`config.mk`:
```
export PLATFORM = sky130hd
export DESIGN_NAME = soc_system_switch_ctrl_flat
export DESIGN_NICKNAME = d
export VERILOG_FILES = /design/src/rtl/soc_system_switch_pkg.sv /design/src/rtl/soc_system_switch_ctrl_if.sv /design/src/rtl/soc_system_switch_debounce.sv /design/src/rtl/soc_system_switch_ctrl.sv /design/src/flat_wrapper.sv
export SDC_FILE = /design/constraint.sdc
export NUM_CORES = 1
export LEC_CHECK = 0
export ABC_AREA = 1
export ABC_CLOCK_PERIOD_IN_PS = 1900
export CORE_AREA = 8 8 117 119
export CTS_CLUSTER_SIZE = 20
export DETAILED_ROUTE_END_ITERATION = 7
export DIE_AREA = 0 0 125 127
export DONT_BUFFER_PORTS = 1
export PLACE_DENSITY = 0.58
export SYNTH_ARGS = -nofsm -noshare
export SYNTH_HDL_FRONTEND = slang
export SYNTH_SLANG_ARGS = --single-unit
export TNS_END_PERCENT = 1
```
`constraint.sdc`:
```
create_clock -name clk -period 1.9 [get_ports clk]
set_clock_uncertainty 0.2 [all_clocks]
set_input_delay 0.285 -clock clk [delete_from_list [all_inputs] [get_ports clk]]
set_output_delay 0.285 -clock clk [all_outputs]
set_load 0.01 [all_outputs]
```
`src/rtl/soc_system_switch_pkg.sv`:
```
// Shared constants and types for the slide-switch controller: register map,
// controller state encoding and counter width helper.
package soc_system_switch_pkg;

  localparam logic [1:0] ADDR_DATA = 2'd0;
  localparam logic [1:0] ADDR_RAW  = 2'd1;
  localparam logic [1:0] ADDR_MASK = 2'd2;
  localparam logic [1:0] ADDR_EDGE = 2'd3;

  typedef enum logic {
    INIT = 1'b0,
    RUN  = 1'b1
  } sw_state_e;

  // Bits needed for a counter spanning 0..n-1 (never narrower than 1 bit).
  function automatic int cnt_w(input int n);
    return (n <= 2) ? 1 : $clog2(n);
  endfunction

endpackage

```
`src/rtl/soc_system_switch_ctrl_if.sv`:
```
// Avalon-MM lightweight-bridge slave signals plus the interrupt line.
// Handshake: a write is taken in the cycle chipselect && !write_n (no wait
// states); readdata is registered and reflects address one cycle later.
interface soc_system_switch_ctrl_if;
  logic [1:0]  address;
  logic        chipselect;
  logic        write_n;
  logic [31:0] writedata;
  logic [31:0] readdata;
  logic        irq;

  modport slave (
    input  address, chipselect, write_n, writedata,
    output readdata, irq
  );

  modport master (
    output address, chipselect, write_n, writedata,
    input  readdata, irq
  );
endinterface

```
`src/rtl/soc_system_switch_debounce.sv`:
```
// One switch bit: counts consecutive sample ticks disagreeing with the
// accepted level and adopts the new level after STABLE_SAMPLES of them.
module soc_system_switch_debounce
  import soc_system_switch_pkg::*;
#(
  parameter int STABLE_SAMPLES = 4
) (
  input  logic clk,
  input  logic reset_n,
  input  logic tick,
  input  logic load,
  input  logic sync_bit,
  output logic deb_bit,
  output logic changed
);

  localparam int CW = cnt_w(STABLE_SAMPLES);
  localparam logic [CW-1:0] CNT_LAST = CW'(STABLE_SAMPLES - 1);

  logic [CW-1:0] cnt_q, cnt_d;
  logic          deb_q, deb_d;

  always_comb begin
    cnt_d = cnt_q;
    deb_d = deb_q;
    if (tick) begin
      // load: settle phase after reset, follow the synchronized line directly
      if (load || (sync_bit != deb_q && cnt_q == CNT_LAST)) begin
        deb_d = sync_bit;
        cnt_d = '0;
      end else if (sync_bit == deb_q) begin
        cnt_d = '0;
      end else begin
        cnt_d = cnt_q + CW'(1);
      end
    end
  end

  always_ff @(posedge clk or negedge reset_n) begin
    if (!reset_n) begin
      cnt_q <= '0;
      deb_q <= 1'b0;
    end else begin
      cnt_q <= cnt_d;
      deb_q <= deb_d;
    end
  end

  assign deb_bit = deb_q;
  assign changed = deb_d != deb_q;

endmodule

```
`src/rtl/soc_system_switch_ctrl.sv`:
```
// Slide-switch bank controller: synchronize, debounce, capture edges and
// raise a maskable level interrupt; register view on the lightweight bridge.
module soc_system_switch_ctrl
  import soc_system_switch_pkg::*;
#(
  parameter int WIDTH           = 9,
  parameter int DEBOUNCE_CYCLES = 50000,
  parameter int STABLE_SAMPLES  = 4
) (
  input  logic                     clk,
  input  logic                     reset_n,
  soc_system_switch_ctrl_if.slave  bus,
  input  logic [WIDTH-1:0]         in_port,
  output sw_state_e                state_dbg
);

  localparam int PW = cnt_w(DEBOUNCE_CYCLES);
  localparam int IW = cnt_w(STABLE_SAMPLES);
  localparam logic [PW-1:0] PRE_LAST  = PW'(DEBOUNCE_CYCLES - 1);
  localparam logic [IW-1:0] INIT_LAST = IW'(STABLE_SAMPLES - 1);

  logic [WIDTH-1:0] sync1_q, sync1_d, sync2_q, sync2_d;
  logic [PW-1:0]    pre_q, pre_d;
  logic [IW-1:0]    init_cnt_q, init_cnt_d;
  sw_state_e        state_q, state_d;
  logic [WIDTH-1:0] mask_q, mask_d, edge_q, edge_d;
  logic [31:0]      rd_q, rd_d;

  logic             tick, init_mode, wr_en;
  logic [WIDTH-1:0] deb_vec, changed_vec;
  logic             unused_wdata;

  assign tick      = pre_q == PRE_LAST;
  assign init_mode = state_q == INIT;
  assign wr_en     = bus.chipselect && !bus.write_n;

  for (genvar i = 0; i < WIDTH; i++) begin : g_deb
    soc_system_switch_debounce #(
      .STABLE_SAMPLES(STABLE_SAMPLES)
    ) u_deb (
      .clk      (clk),
      .reset_n  (reset_n),
      .tick     (tick),
      .load     (init_mode),
      .sync_bit (sync2_q[i]),
      .deb_bit  (deb_vec[i]),
      .changed  (changed_vec[i])
    );
  end

  // Settle FSM: levels present at reset are adopted silently, then RUN forever.
  always_comb begin
    state_d    = state_q;
    init_cnt_d = init_cnt_q;
    if (state_q == INIT && tick) begin
      if (init_cnt_q == INIT_LAST) begin
        state_d    = RUN;
        init_cnt_d = '0;
      end else begin
        init_cnt_d = init_cnt_q + IW'(1);
      end
    end
  end

  always_comb begin
    sync1_d = in_port;
    sync2_d = sync1_q;
    pre_d   = tick ? '0 : pre_q + PW'(1);
    mask_d  = mask_q;
    edge_d  = edge_q;
    if (wr_en && bus.address == ADDR_MASK) mask_d = bus.writedata[WIDTH-1:0];
    if (wr_en && bus.address == ADDR_EDGE) edge_d = edge_q & ~bus.writedata[WIDTH-1:0];
    // Applied after the clear so a same-cycle level change keeps its bit set.
    if (state_q == RUN) edge_d = edge_d | changed_vec;
    rd_d = '0;
    unique case (bus.address)
      ADDR_DATA: rd_d[WIDTH-1:0] = deb_vec;
      ADDR_RAW:  rd_d[WIDTH-1:0] = sync2_q;
      ADDR_MASK: rd_d[WIDTH-1:0] = mask_q;
      ADDR_EDGE: rd_d[WIDTH-1:0] = edge_q;
      default:   rd_d = '0;
    endcase
  end

  always_ff @(posedge clk or negedge reset_n) begin
    if (!reset_n) begin
      sync1_q    <= '0;
      sync2_q    <= '0;
      pre_q      <= '0;
      init_cnt_q <= '0;
      state_q    <= INIT;
      mask_q     <= '0;
      edge_q     <= '0;
      rd_q       <= '0;
    end else begin
      sync1_q    <= sync1_d;
      sync2_q    <= sync2_d;
      pre_q      <= pre_d;
      init_cnt_q <= init_cnt_d;
      state_q    <= state_d;
      mask_q     <= mask_d;
      edge_q     <= edge_d;
      rd_q       <= rd_d;
    end
  end

  assign unused_wdata = ^bus.writedata;
  assign bus.readdata = rd_q;
  assign bus.irq      = |(edge_q & mask_q);
  assign state_dbg    = state_q;

endmodule
```
`src/flat_wrapper.sv`:
```
// flat-port wrapper written by rule: the top's interface ports become plain ports
module soc_system_switch_ctrl_flat import soc_system_switch_pkg::*;
#(
  parameter int WIDTH           = 9,
  parameter int DEBOUNCE_CYCLES = 50000,
  parameter int STABLE_SAMPLES  = 4
)
  (clk, reset_n, in_port, state_dbg, bus_address, bus_chipselect, bus_write_n, bus_writedata, bus_readdata, bus_irq);
  soc_system_switch_ctrl_if bus_i ();
  input  logic clk;
  input  logic reset_n;
  input  logic [WIDTH-1:0] in_port;
  output sw_state_e state_dbg;
  input wire logic [$bits(bus_i.address)-1:0] bus_address;
  input wire logic [$bits(bus_i.chipselect)-1:0] bus_chipselect;
  input wire logic [$bits(bus_i.write_n)-1:0] bus_write_n;
  input wire logic [$bits(bus_i.writedata)-1:0] bus_writedata;
  output wire logic [$bits(bus_i.readdata)-1:0] bus_readdata;
  output wire logic [$bits(bus_i.irq)-1:0] bus_irq;
  assign bus_i.address = bus_address;
  assign bus_i.chipselect = bus_chipselect;
  assign bus_i.write_n = bus_write_n;
  assign bus_i.writedata = bus_writedata;
  assign bus_readdata = bus_i.readdata;
  assign bus_irq = bus_i.irq;
  soc_system_switch_ctrl #(.WIDTH(WIDTH), .DEBOUNCE_CYCLES(DEBOUNCE_CYCLES), .STABLE_SAMPLES(STABLE_SAMPLES)) u_core (.clk(clk), .reset_n(reset_n), .bus(bus_i), .in_port(in_port), .state_dbg(state_dbg));
endmodule
```
==> run summary, run 1 <==
Crit-path max cell delay = 400 ps
Synth area leaders = dfrtp_1 (49%), nand2_1 (14%), inv_1 (5.1%)
Final Hold Fails = 91
XOR/XNOR Fraction of Synth Area = 1.505%
Most common cell in the synthesized netlist = nand2_1
IO Port Bufs = 0
Final #Nets = 640
1st-pass router iterations = 4
Clock root cell = clkbuf_16
LEAKAGE = 2.546 nW
Syn avg cell area = 8.386 sq um
Slowest-stage cell, CP = dfrtp_1
Antenna violations before repair = 0
Type of origin of the critical path = register
Pwr per Cell Area = 864.1 nW/um^2
Multiplexer share of the synthesized area = 0%
Share of cells above drive strength 1 = 10.39%
Hold-fix buffers, CTS = 18
CTS buffer count = 9
Synth Area in Compound Gates = 7.957%
Failing checks = hold timing
Routability congestion estimate from global placement = 0.8324
Area grow syn2layout = 14.65%
Most used flip-flop cell after synthesis = dfrtp_1
Setup crit end kind = register
Post-CTS sizing = 0
Worst hold path class = input pin to asynchronous set/reset pin
Drt wl/cell = 12.71 um
Vias = 3,472
Status = complete, but fails checks
Pin count of the biggest net entering global routing = 92
Io pins = 81
Synthesized area = 4654 sq um
EDFF count, synth = 0
Asr flop ratio synth = 100.0%
R2R Setup Slk = 140 ps
Setup WS post-layout = 136.5 ps
Largest area contributor in the netlist = dfrtp_1
Vias in the first global route = 3,542
DR iter-0 viols = 139
Maxcap violations = 0
N_diodes = 0
Remaining Overflow, GRT = 0
Sequential area share after synthesis = 48.92%
Max VDD drop = 0.4238 mV
Clock Latency Late Sink = 340 ps
Fin crit period = 1764 ps
Setup_tns = 0 ps
CP Data Arrival Time = 1820 ps
Synthesis Warnings = 0
Post-Synth Simple-Gate Area = 27.42%
Main combinational cell family by area after synthesis = simple AND/OR/NAND/NOR gates
Distinct cells, synth = 31
RSZ-0062 raised after global routing = no
Core footprint = 11,810 sq um
Mapped Cells = 555
Die W = 125 um
First-pass GRT wire length = 16.27 mm
Worst-path cell chain = ha_1, nand2_2, inv_2, nand2_4, nor2_4, nand2_4, buf_12, o21ai_0
DRC = 0
Req. time, crit path = 1950 ps
CTS tree = yes
Detail Route Antenna Nets = 0
DP Wirelength = 6.681 mm
Die footprint = 15,880 sq um
Row count = 40
Post-synthesis sequential element count = 91
Vias/cell = 4.730
Final setup vio count = 0
Most used cell along the critical path = nand2_4
Die H = 127 um
Crit Path Max Fanout = 10
Period utilization = 92.82%
Max-slew violation count = 0
Post-synth top area share = 48.92%
Peak Freq = 0.5670 GHz
Clock transition at path regs = 70 ps
GRT Total Usage = 12.36%
Top cells by count, synth = nand2_1 (174), dfrtp_1 (91), inv_1 (63), nand3_1 (34), o21ai_0 (29)
Routed WL = 9.331 mm
Clk buf depth = 2
Pre-CTS WS = 153.4 ps
H-tree depth = 3
Synth Area in Adders = 2.957%
Initial core utilization = 39.41%
Clk sinks = 91
Kind of critical path = register to register
WHS = -561.6 ps
[flip-flops by register name, indices dropped and copies added (netlist names)]
name	flops
u_core.mask_q	9
u_core.state_dbg	1
u_core.init_cnt_q	2
u_core.g_deb.u_deb.deb_bit	9
u_core.sync1_q	9
u_core.sync2_q	9
u_core.edge_q	9
u_core.bus.readdata	9
u_core.pre_q	16
u_core.g_deb.u_deb.cnt_q	18
[final cells by class]
cell class | instances | area, sq um
tap | 147 | 183.9
fill | 1135 | 6475
clock buffer | 10 | 239.0
sequential | 91 | 2277
multi-input combinational | 385 | 1941
timing repair buffer | 28 | 305.3
inverter | 67 | 254.0
clock inverter | 6 | 136.4
[cells by family after synthesis]
group | count (synthesis)
simple gates | 286
buf+inv | 101
flops | 91
compound gates | 57
fa+ha+maj | 11
xor+xnor | 8
other cells | 1
[cells in the final DEF, fill, tap and decap left out, types with 9 or more instances in the layout]
cell type	Yosys	routed
nand4_1	25	25
nor2_1	27	27
clkbuf_16	0	9
o21ai_0	29	29
dlygate4sd3_1	0	18
conb_1	1	23
dfrtp_1	91	91
ha_1	11	11
nand3_1	34	34
o21ai_2	17	17
inv_1	63	63
nand2_1	174	174
and2_1	9	9
[power breakdown]
group	switching (mW)	leakage [nW]	internal (mW)
clock network	0.755	0.179	1.46
logic	0.145	1.18	0.107
registers	0.0944	1.18	2.05
total	0.995	2.55	3.62
[repair_timing]
action	in CTS	in global routing
hold endpoints to repair	117	91
setup buffers	0	1
setup endpoints to repair	0	1
[through the flow]
stage	util (%)	std cells	hold WS, ps	power [mW]	instance area [sq um]
finish	45.18	734	-561.6	4.611	5336
global route	45.18	734	-578.7	4.774	5336
CTS	45.12	733	-576.8	4.656	5329
detailed placement	40.41	699	-208.0	2.405	4773
global placement	40.41	699	-208.0	2.397	4773
floorplan	-	577	-210.6	2.372	4737
[layer usage]
| layer | wire length, um | global-route usage [%] | up-vias |
|---|---|---|---|
| met5 | 0 | 0 | - |
| met4 | 172 | 5.946 | 0 |
| met3 | 414 | 3.037 | 13 |
| met2 | 4491 | 21.44 | 46 |
| met1 | 4253 | 14.10 | 1632 |
| li1 | - | - | 1781 |
[worst max-delay path: cells and delay by family, from the launching register on]
family                     cells  cell delay (ps)
AOI/OAI and AO/OA              1              170
adders and majority gates      1              200
buffers and inverters          2              260
DFF                            1              400
and+or+nand+nor                4              440
[path summary, 6_finish.rpt]
path | startpoint | to | cells after the start
max | u_core.pre_q[0] | u_core.g_deb[0].u_deb.cnt_q[1] | 8
min | reset_n | u_core.edge_q[5] | 0
max reg2reg | u_core.pre_q[0] | u_core.g_deb[0].u_deb.cnt_q[1] | 8
min reg2reg | u_core.sync1_q[0] | u_core.sync2_q[0] | 0
max in group asynchronous | reset_n | u_core.sync1_q[0] | 0
min in group clk | bus_address[1] | u_core.bus.readdata[5] | 4
(Power assumes the default switching activity.)
==> run 2: changes to the inputs <==
--- a/config.mk
+++ b/config.mk
@@ -7,10 +7,11 @@
 export LEC_CHECK = 0
 export ABC_AREA = 1
 export ABC_CLOCK_PERIOD_IN_PS = 1900
-export CORE_AREA = 8 8 117 119
+export CAP_MARGIN = 20
+export CORE_AREA = 8 8 130 108
 export CTS_CLUSTER_SIZE = 20
 export DETAILED_ROUTE_END_ITERATION = 7
-export DIE_AREA = 0 0 125 127
+export DIE_AREA = 0 0 138 116
 export DONT_BUFFER_PORTS = 1
 export PLACE_DENSITY = 0.58
 export SYNTH_ARGS = -nofsm -noshare
==> run 2 against run 1 <==
Against the previous run: combinational power increased by 3%; global-route usage up 0.56 points; clock power is 24% lower; critical path type unchanged; routed wire length rose by 4.9%; sequential power barely moved; highest routed layer unchanged; maximum frequency about the same; the flow still finishes with violations (hold timing).
==> run summary, run 2 (same netlist as run 1, synthesis figures left out) <==
Most used routing layer = met2
Commonest non-fill, non-tap cell in the layout = nand2_1
Antenna violations before repair = 0 (unchanged)
Clock Latency Late Sink = 340 ps (about the same)
Crit-path leading delay family = simple AND/OR/NAND/NOR gates
Setup crit end kind = register
Core footprint = 11,890 sq um (+0.68%)
Type of origin of the critical path = register
Largest regs = u_core.g_deb.u_deb.cnt_q (18), u_core.pre_q (16)
Area grow syn2layout = 12.50%
Fin crit period = 1764 ps (+0.2720 ps)
Power share of the combinational group = 6.4% (+0.9 points)
1st-pass router iterations = 5 (+1)
Most used cell along the critical path = nand2_4
Vias/cell = 4.839 (+2.3%)
IO Port Bufs = 0 (unchanged)
Kind of critical path = register to register
LEAKAGE = 2.495 nW (-2.0%)
Hold-fix buffers, CTS = 18 (unchanged)
Met2 Use GR = 20.48% (-0.96 points)
H-tree depth = 3 (unchanged)
Drt wl/cell = 13.24 um (+4.2%)
Failing checks = hold timing
Clock root cell = clkbuf_16
Pin count of the biggest net entering global routing = 92 (unchanged)
Slowest-stage cell, CP = dfrtp_1
Final setup vio count = 0 (unchanged)
Sw Pwr = 0.9622 mW (-3.3%)
R2R Setup Slk = 140 ps (about the same)
Io pins = 81 (unchanged)
Remaining Overflow, GRT = 0 (unchanged)
Req. time, crit path = 1950 ps (about the same)
Max VDD drop = 0.4173 mV (-1.5%)
Period utilization = 92.83% (about the same)
Share of cells above drive strength 1 = 10.22% (-0.17 points)
Commonest non-fill, non-tap cells in the layout = nand2_1 (174), dfrtp_1 (91), inv_1 (63), nand3_1 (34), o21ai_0 (29)
Finished Core Util = 44.03% (-1.1 points)
CP Data Arrival Time = 1810 ps (about the same)
Die footprint = 16,010 sq um (+0.84%)
R2R cell count = 8 (unchanged)
Maxcap violations = 0 (unchanged)
PnR Total Power = 4.076 mW (-12%)
Grt met3 use = 4.586% (+1.5 points)
Reg power frac = 52.6% (+6.0 points)
Status = complete, but fails checks
DP Wirelength = 6.761 mm (+1.2%)
Clk pwr share = 41.0% (-7.0 points)
N_diodes = 0 (unchanged)
Sw Share = 23.61% (+2.0 points)
Max FFs per register = 18 (unchanged)
Most flop-heavy register = u_core.g_deb.u_deb.cnt_q
Routability congestion estimate from global placement = 0.8149 (-2.1%)
Max-slew violation count = 0 (unchanged)
DR iter-0 viols = 222 (+60%)
Vias in the first global route = 3,592 (+1.4%)
Routed WL = 9.786 mm (+4.9%)
Vias = 3,576 (+3.0%)
GRT Total Usage = 12.93% (+0.56 points)
Crit Path Max Fanout = 9 (-1)
CTS tree = yes
Peak Freq = 0.5670 GHz (about the same)
Row count = 36 (-10%)
Final Hold Fails = 91 (unchanged)
Clk sinks = 91 (unchanged)
Die W = 138 um (+10%)
Final #Nets = 640 (unchanged)
Worst-path cell chain = ha_1, nand2_2, inv_2, nand2_4, nor2_4, nand2_4, buf_4, o21ai_0
Crit-path max cell delay = 390 ps (about the same)
WHS = -557.3 ps (+4.329 ps)
M1 GR Usage = 16.40% (+2.3 points)
CTS buffer count = 9 (unchanged)
Critical Path Stages = 8 (unchanged)
Worst R2R End = u_core.g_deb[6].u_deb.cnt_q[1]
R2r startpoint = u_core.pre_q[0]
Post-CTS sizing = 0 (unchanged)
Worst hold path class = input pin to asynchronous set/reset pin
Detail Route Antenna Nets = 0 (unchanged)
Clk buf depth = 2 (unchanged)
Die H = 116 um (-8.7%)
Clock transition at path regs = 60 ps (about the same)
Int Power = 3.114 mW (-14%)
Pwr per Cell Area = 778.4 nW/um^2 (-9.9%)
First-pass GRT wire length = 17.09 mm (+5.0%)
DRC = 0 (unchanged)
Crit path buffers/inverters = 2 (unchanged)
Initial core utilization = 39.14% (-0.27 points)
-- run 2: cell type report --
cell class | instances | area [sq um]
flip-flops and latches | 91 | 2277
fillers | 1179 | 6655
repair buffers | 28 | 292.8
multi-input cells | 385 | 1941
clock buffers | 12 | 256.5
clock inverters | 4 | 25.02
well taps | 152 | 190.2
inverters | 67 | 254.0
-- run 2: timing repair --
item                                   in CTS  in global routing
setup endpoints to repair                   0                  1
buffers inserted                            0                  1
endpoints found under the hold margin     114                 91
-- run 2: worst register-to-register path: cells and delay by family, from the launching register on --
family | cells | cell delay, ps
AOI/OAI and AO/OA | 1 | 190
buffers and inverters | 2 | 270
adders and majority gates | 1 | 190
and+or+nand+nor | 4 | 430
DFF | 1 | 390
-- run 2: power groups by stage --
| stage | clock network, mW | registers (mW) | logic [mW] |
|---|---|---|---|
| after CTS | 1.74 | 2.14 | 0.257 |
| after floorplan | 0 | 2.16 | 0.215 |
| after global routing | 1.81 | 2.16 | 0.296 |
| after global placement | 0 | 2.18 | 0.221 |
| after detailed placement | 0 | 2.18 | 0.227 |
| final | 1.67 | 2.14 | 0.259 |
-- run 2: per-layer routing --
metal	vias up	part of all wire [%]
met1	1698	49
met5	-	0
met3	9	6.1
li1	1779	-
met2	90	44
met4	0	0.97
-- run 2: per-stage QoR --
stage	setup slack, ps	instances	setup TNS, ps	hold slack [ps]	area [sq um]
after floorplan	326.0	577	0	-210.6	4737
after global placement	204.3	704	0	-205.9	4767
after detailed placement	138.4	704	0	-206.4	4767
after CTS	113.8	738	0	-574.2	5229
after global routing	-1.077	739	-1.077	-577.5	5236
final	136.2	739	0	-557.3	5236
-- run 2: worst max path at each step --
stage	slack, ps	end	startpoint
5_1_grt	-1	u_core.g_deb[6].u_deb.cnt_q[1]	u_core.pre_q[0]
6_report	140	u_core.g_deb[6].u_deb.cnt_q[1]	u_core.pre_q[0]
3_5_place_dp	140	u_core.g_deb[6].u_deb.cnt_q[1]	u_core.pre_q[0]
2_1_floorplan	330	u_core.g_deb[8].u_deb.cnt_q[0]	u_core.pre_q[0]
4_1_cts	110	u_core.g_deb[6].u_deb.cnt_q[1]	u_core.pre_q[0]
3_3_place_gp	200	u_core.g_deb[6].u_deb.cnt_q[1]	u_core.pre_q[0]
==> run 3: changes to the inputs <==
--- a/config.mk
+++ b/config.mk
@@ -13,6 +13,7 @@
 export DETAILED_ROUTE_END_ITERATION = 7
 export DIE_AREA = 0 0 138 116
 export DONT_BUFFER_PORTS = 1
+export MAX_ROUTING_LAYER = met4
 export PLACE_DENSITY = 0.58
 export SYNTH_ARGS = -nofsm -noshare
 export SYNTH_HDL_FRONTEND = slang
==> run 3 against run 2 <==
Against the previous run: the flow still finishes with violations (hold timing); global-route usage rose by 0.37 points; via count shrank 0.34%; non-clock buffer count is the same.
==> run summary, run 3 (same netlist as run 1, synthesis figures left out) <==
Status = complete, but fails checks
Failing checks = hold timing
Pwr per Cell Area = 778.8 nW/um^2 (about the same)
Routed WL = 9.816 mm (+0.31%)
Type of origin of the critical path = register
Kind of critical path = register to register
First-pass GRT wire length = 17.08 mm (about the same)
WHS = -558.2 ps (-0.8510 ps)
Pre-CTS WS = 138.4 ps (unchanged)
Max-slew violation count = 0 (unchanged)
Commonest non-fill, non-tap cells in the layout = nand2_1 (174), dfrtp_1 (91), inv_1 (63), nand3_1 (34), o21ai_0 (29)
Layout Cells excl Fill = 739 (unchanged)
Worst R2R End = u_core.g_deb[6].u_deb.cnt_q[1]
Io pins = 81 (unchanged)
Fin crit period = 1764 ps (+0.1070 ps)
IO Port Bufs = 0 (unchanged)
Share of cells above drive strength 1 = 10.22% (unchanged)
Grt met3 use = 4.545% (-0.041 points)
DP Wirelength = 6.761 mm (unchanged)
Crit path launch = u_core.pre_q[0]
N_diodes = 0 (unchanged)
Routability congestion estimate from global placement = 0.8269 (+1.5%)
Placed instance count = 704 (unchanged)
Clock Latency Late Sink = 340 ps (about the same)
Clock transition at path regs = 60 ps (about the same)
Req. time, crit path = 1950 ps (about the same)
DR iter-0 viols = 199 (-10%)
Clock root cell = clkbuf_16
DRC = 0 (unchanged)
R2r startpoint = u_core.pre_q[0]
Cell area after layout = 5236 sq um (unchanged)
Vias in the first global route = 3,589 (-0.084%)
CTS buffer count = 9 (unchanged)
Fill cell count = 1,179 (unchanged)
H-tree depth = 3 (unchanged)
Largest regs = u_core.g_deb.u_deb.cnt_q (18), u_core.pre_q (16)
PnR Total Power = 4.078 mW (about the same)
Area grow syn2layout = 12.50% (unchanged)
Met2 Use GR = 20.45% (-0.032 points)
1st-pass router iterations = 5 (unchanged)
Setup crit end kind = register
Vias/cell = 4.823 (-0.34%)
Critical Path End = u_core.g_deb[6].u_deb.cnt_q[1]
Placed cell area = 4767 sq um (unchanged)
Crit Path Max Fanout = 9 (unchanged)
Antenna violations before repair = 0 (unchanged)
Final Hold Fails = 91 (unchanged)
Maxcap violations = 0 (unchanged)
Final setup vio count = 0 (unchanged)
R2R cell count = 8 (unchanged)
Detail Route Antenna Nets = 0 (unchanged)
Most flop-heavy register = u_core.g_deb.u_deb.cnt_q
Vias = 3,564 (-0.34%)
Core footprint = 11,890 sq um (unchanged)
Clk buf depth = 2 (unchanged)
Die W = 138 um (unchanged)
Commonest non-fill, non-tap cell in the layout = nand2_1
LEAKAGE = 2.495 nW (unchanged)
Die H = 116 um (unchanged)
M1 GR Usage = 16.40% (unchanged)
Die footprint = 16,010 sq um (unchanged)
Row count = 36 (unchanged)
Remaining Overflow, GRT = 0 (unchanged)
R2R Setup Slk = 140 ps (about the same)
CP Data Arrival Time = 1810 ps (about the same)
Final #Nets = 640 (unchanged)
Drt wl/cell = 13.28 um (+0.31%)
Clk sinks = 91 (unchanged)
Worst hold path class = input pin to asynchronous set/reset pin
Max VDD drop = 0.4209 mV (+0.85%)
Setup_tns = 0 ps (unchanged)
Max FFs per register = 18 (unchanged)
Peak Freq = 0.5669 GHz (about the same)
Pin count of the biggest net entering global routing = 92 (unchanged)
Hold-fix buffers, CTS = 18 (unchanged)
CTS tree = yes
GRT Total Usage = 13.29% (+0.37 points)
Initial core utilization = 39.14% (unchanged)
Period utilization = 92.84% (about the same)
Most used routing layer = met2
Setup WS post-layout = 136.1 ps (-0.1070 ps)
-- run 3: cell counts in the layout (fill, tap and decap cells not counted) --
Identical to the previous run, type by type.
-- run 3: worst max-delay path, stage by stage (launching register included) --
cell	delay, ps
dfrtp_1	390
ha_1	190
nand2_2	70
inv_2	80
nand2_4	70
nor2_4	160
nand2_4	130
buf_4	190
o21ai_0	190
-- run 3: report_power, final --
part	switching, mW	total, mW	internal, mW
Combinational	0.152	0.259	0.107
Sequential	0.0916	2.15	2.05
Clock	0.721	1.67	0.953
Total	0.965	4.08	3.11
-- run 3: stage by stage --
| step | utilization (%) | hold WS, ps |
|---|---|---|
| 6_report | 44.03 | -558.2 |
| 5_1_grt | 44.03 | -577.6 |
| 4_1_cts | 43.97 | -574.2 |
| 3_5_place_dp | 40.09 | -206.4 |
| 3_3_place_gp | 40.09 | -205.9 |
| 2_1_floorplan | - | -210.6 |
-- run 3: metal layers --
| metal | part of all wire, % | up-vias | routed length (um) |
|---|---|---|---|
| li1 | - | 1778 | - |
| met1 | 49 | 1688 | 4765 |
| met2 | 44 | 90 | 4299 |
| met3 | 6.7 | 8 | 657 |
| met4 | 0.95 | 0 | 93 |
| met5 | 0 | - | 0 |
-- run 3: cell type report --
cell class	instances	area, sq um	area share [%]
clock inverters	4	25.02	0.4779
inverters	67	254.0	4.851
flip-flops and latches	91	2277	43.49
multi-input cells	385	1941	37.06
well taps	152	190.2	3.632
repair buffers	28	292.8	5.591
clock buffers	12	256.5	4.898
-- run 3: how the worst min path moves through the flow --
stage	startpoint	endpoint	slack [ps]	cells after the start
2_1_floorplan	reset_n	u_core.bus.readdata[0]	-210	0
3_3_place_gp	reset_n	u_core.pre_q[11]	-210	0
3_5_place_dp	reset_n	u_core.pre_q[11]	-210	0
4_1_cts	reset_n	u_core.pre_q[11]	-570	0
5_1_grt	reset_n	u_core.sync1_q[6]	-580	0
6_report	reset_n	u_core.pre_q[11]	-560	0
-- run 3: what timing repair did --
| action | CTS | global route |
|---|---|---|
| setup endpoints to repair | 0 | 1 |
| gates resized for setup | 0 | 0 |
| buffers inserted | 0 | 1 |
| hold endpoints to repair | 114 | 91 |
